$ cat src/rtl/pulse_channel.sv
// Square-wave synthesizer voice: a row latched once per song step sets pitch and gate,
// a phase accumulator runs on sample strobes and a shift-based release envelope runs on ticks.
module pulse_channel #(
  parameter int PHASE_BITS = 18,
  parameter int RELEASE    = 2
) (
  input  logic                  clk,
  input  logic                  rst_n,
  input  logic                  sample_clk,
  input  logic                  tick_clk,
  input  logic                  song_clk,
  input  logic                  note_on,
  input  logic                  note_trigger,
  input  logic [PHASE_BITS-1:0] phase_inc,
  output logic [12:0]           audio_out
);

  logic [PHASE_BITS-1:0] phase_r;
  logic [PHASE_BITS-1:0] inc_r;
  logic [7:0]            vol_r;
  logic                  gate_r;
  logic                  row_pending_r;
  logic                  retrigger_s;

  // One release step; a nonzero volume always drops by at least one so it reaches silence.
  function automatic logic [7:0] release_step(input logic [7:0] vol);
    logic [7:0] dec;
    dec = vol >> RELEASE;
    if ((dec == 8'd0) && (vol != 8'd0)) begin
      dec = 8'd1;
    end else begin
      dec = dec;
    end
    return vol - dec;
  endfunction

  assign retrigger_s = row_pending_r & note_trigger;

  // Row latch, phase accumulator and envelope; a trigger wins over same-cycle strobes.
  always_ff @(posedge clk) begin
    if (!rst_n) begin
      phase_r       <= '0;
      inc_r         <= '0;
      vol_r         <= 8'd0;
      gate_r        <= 1'b0;
      row_pending_r <= 1'b0;
    end else begin
      if (tick_clk && song_clk) begin
        row_pending_r <= 1'b1;
      end else begin
        row_pending_r <= 1'b0;
      end

      if (row_pending_r) begin
        gate_r <= note_on;
        inc_r  <= phase_inc;
      end

      if (retrigger_s) begin
        phase_r <= '0;
      end else if (sample_clk) begin
        phase_r <= phase_r + inc_r;
      end

      if (retrigger_s) begin
        vol_r <= 8'd255;
      end else if (tick_clk && !gate_r) begin
        vol_r <= release_step(vol_r);
      end
    end
  end

  // Volume scaled by 16 keeps the peak at 4080 so two voices sum without overflow.
  assign audio_out = phase_r[PHASE_BITS-1] ? {1'b0, vol_r, 4'b0000} : 13'd0;

endmodule

$ cat config.mk
export PLATFORM = sky130hd
export DESIGN_NAME = pulse_channel
export DESIGN_NICKNAME = d
export VERILOG_FILES = /design/src/rtl/pulse_channel.sv
export SDC_FILE = /design/constraint.sdc
export NUM_CORES = 1
export LEC_CHECK = 0
export ABC_AREA = 1
export BUFFER_PORTS_ARGS = -buffer_cell sky130_fd_sc_hd__buf_2
export CAP_MARGIN = 25
export CORE_UTILIZATION = 62
export CTS_CLUSTER_SIZE = 12
export DETAILED_ROUTE_END_ITERATION = 8
export GPL_TIMING_DRIVEN = 0
export PLACE_DENSITY = 0.9
export SLEW_MARGIN = 20
export SYNTH_ARGS = -nofsm -noshare
export SYNTH_HDL_FRONTEND = slang
export SYNTH_SLANG_ARGS = --single-unit
$ cat constraint.sdc
create_clock -name clk -period 5.5 [get_ports clk]
set_input_delay 0.55 -clock clk [delete_from_list [all_inputs] [get_ports clk]]
set_output_delay 0.55 -clock clk [all_outputs]
set_load 0.005 [all_outputs]
==> impl_metrics.py <==
metrics = {
    "cts": {
        "clock_latency_ns": 0.30,
        "hold_buffers": 0,
        "path_clk_slew_ns": 0.09,
        "clk_path_buf_depth": 2,
        "clock_sinks": 46,
        "root_buffer": "clkbuf_8",
        "cts_resized": 0,
        "cts-htree-levels": 2,
        "cts_inserted_buffers": 5,
        "postCtsSetupBuffers": 0,
        "cts_tree": "built",
    },
    "sta": {
        "hold_viol_final": 0,
        "fin_worst_skew_ns": 0.006507,
        "final.min_clock_period_ns": 2.177,
        "final-max-slew-violation-count": 0,
        "setup_viol": 0,
        "fmax_mhz": 459.4,
        "period_share": 0.3958,
        "tns_ns": 0,
        "grt_setup_unrepaired": "no",
    },
    "run": {
        "maxCapViolations": 0,
    },
    "global_route": {
        "grt_pass1_wl_um": 11240,
        "antenna_found_initial": 0,
        "grt_max_degree": 15,
        "first_global_vias": 2629,
        "overflow": 0,
        "grt.total_usage": 0.2753,
    },
    "worst_setup_path": {
        "cp-start-kind": "register",
        "rrSetupSlack_ns": 3.32,
        "cp_cell_sequence": "nor2_1, nor3_1, a41o_1, ha_1, inv_1, fa_1, nand4_1, nand3_1, nand2_1, nand2_1, o21bai_1, a21oi_1",
        "crit_family": "adder cells",
        "critPathKind": "register to register",
        "path_max_fanout": 5,
        "cp.arrival_ns": 2.36,
        "r2r_end": "vol_r[6]",
        "cp_num_cells": 12,
        "critPathCaptureType": "register",
        "worstReg2RegStart": "vol_r[1]",
        "ff2ff_path_depth": 12,
        "critPathBufInv": 1,
        "cp_common_cell": "nand2_1",
        "cp_slowest_stage_delay_ns": 0.45,
        "worst_path_max_delay_cell": "fa_1",
        "worstPathRequired_ns": 5.68,
    },
    "yosys": {
        "netlist_area_um2": 3034,
        "synth.avg_cell_area_um2": 6.374,
        "synth-seq-cells": 46,
        "yosysSeqAreaShare": 0.3035,
        "synth_cell_type_count": 32,
        "yosysWarnings": 0,
        "syn_inst": 476,
    },
    "finish": {
        "fin_nets": 568,
        "layout-drive-gt1-share": 0.1040,
        "diodes": 0,
        "fin_util": 0.7195,
        "final_cell_mix": "nand2_1, nor2_1, inv_1, dfxtp_1, buf_2",
        "final_common_cell": "nand2_1",
        "syn2layout_area_growth_pct": 12.00,
    },
    "worst_hold_path": {
        "hold_path_end": "inc_r[5]",
        "hold_path.class": "input pin to register",
        "hp-start": "phase_inc[5]",
        "hold_path_depth": 3,
    },
    "drt": {
        "met2_wirelength_um": 3195,
        "ant_nets": 0,
        "met3WireLength_um": 348,
        "dr.pass1.iters": 5,
        "wl_per_cell_um": 11.52,
        "viasPerCell": 5.152,
        "drt_first_iter_violations": 241,
        "drc_errors": 0,
        "wl_um": 6750,
        "top_layer_used": "met4",
        "vias": 3019,
        "wl_met1_um": 3136,
    },
    "floorplan": {
        "row_count": 25,
        "die_y_um": 71.96,
        "start_util": 0.6424,
        "ioPinCount": 38,
        "dieArea_um2": 5178,
        "dieWidth_um": 71.96,
        "design.core.area_um2": 4723,
    },
    "placed_design": {
        "dp_hpwl_um": 5035,
        "place_congestion": 0.9123,
        "numPortBuffers": 31,
    },
    "power_and_ir_drop": {
        "p_total_mw": 1.086,
        "p_per_area_nw_per_um2": 319.7,
        "p_leak_nw": 1.944,
        "vdd_drop_max_uv": 165.7,
    },
    "run_status": {
        "outcome": "complete, no violations",
    },
}
## through the flow
step                      cells  hold slack (ns)  setup WS [ns]  area [um^2]
after floorplan             480           0.4452          3.591         3049
after global placement      578           0.4562          3.387         3288
after detailed placement    578           0.4626          3.351         3288
after CTS                   586           0.4653          3.325         3398
after global routing        586           0.4663          3.127         3398
final                       586           0.4658          3.323         3398
## synthesized netlist by cell type (all sizes together)
library cell  count  area (um^2)
nand2           102        382.9
nor2             95        359.1
inv              65        244.0
dfxtp            46        920.9
o21ai            36        180.2
a21oi            34        170.2
nand3            29        150.1
ha               23        287.8
buf              13        82.58
xor2              6        52.55
nor3              5        30.03
nand4             3        18.77
xnor2             3        26.28
and2              2        12.52
clkbuf            2        7.510
fa                2        40.04
o21bai            2        15.01
a21o              1        7.510
a41o              1        10.01
clkinv            1        3.750
conb              1        3.750
nand3b            1        7.510
o211ai            1        7.510
o21a              1        7.510
or2               1        6.260
## state kept, by name, indices dropped and copies added (netlist names)
register	cells
gate_r	1
inc_r	18
phase_r	18
row_pending_r	1
vol_r	8
## layout make-up
class | instances | area (um^2)
flip-flops and latches | 46 | 920.9
clock buffers | 6 | 72.57
inverters | 66 | 247.7
plain buffers | 15 | 90.09
well taps | 67 | 83.83
fillers | 380 | 1325
clock inverters | 2 | 37.54
multi-input cells | 353 | 1790
repair buffers | 31 | 155.1
## metal layers
layer  GRT usage  up-vias
met5           0        -
met4     0.07190        0
li1            -     1586
met3     0.06528       10
met1      0.3454     1330
met2      0.4769       93
## worst max path at each step
stage | startpoint | endpoint | slack (ns)
after global placement | vol_r[1] | vol_r[6] | 3.39
after global routing | vol_r[1] | vol_r[6] | 3.13
after CTS | vol_r[1] | vol_r[6] | 3.33
after detailed placement | vol_r[1] | vol_r[6] | 3.35
after floorplan | vol_r[1] | vol_r[6] | 3.59
final | vol_r[1] | vol_r[6] | 3.32
## worst min-delay path: stages
cell and delay (ns):
buf_2 0.07, nor2_1 0.03, nor2_1 0.08
## power breakdown
part	total, mW	internal, mW	switching, mW
logic	0.429	0.178	0.251
registers	0.407	0.372	0.0357
clock network	0.250	0.136	0.114
## logic make-up after synthesis
kind of cell,Yosys count,share of synthesized area
AND/OR/NAND/NOR,238,0.3188
buffers and inverters,81,0.1113
AO/OA/AOI/OAI,76,0.1311
flip-flops,46,0.3035
adder cells (fa/ha/maj),25,0.1080
XOR/XNOR,9,0.02598
other,1,0.001236
(Power assumes the default switching activity.)
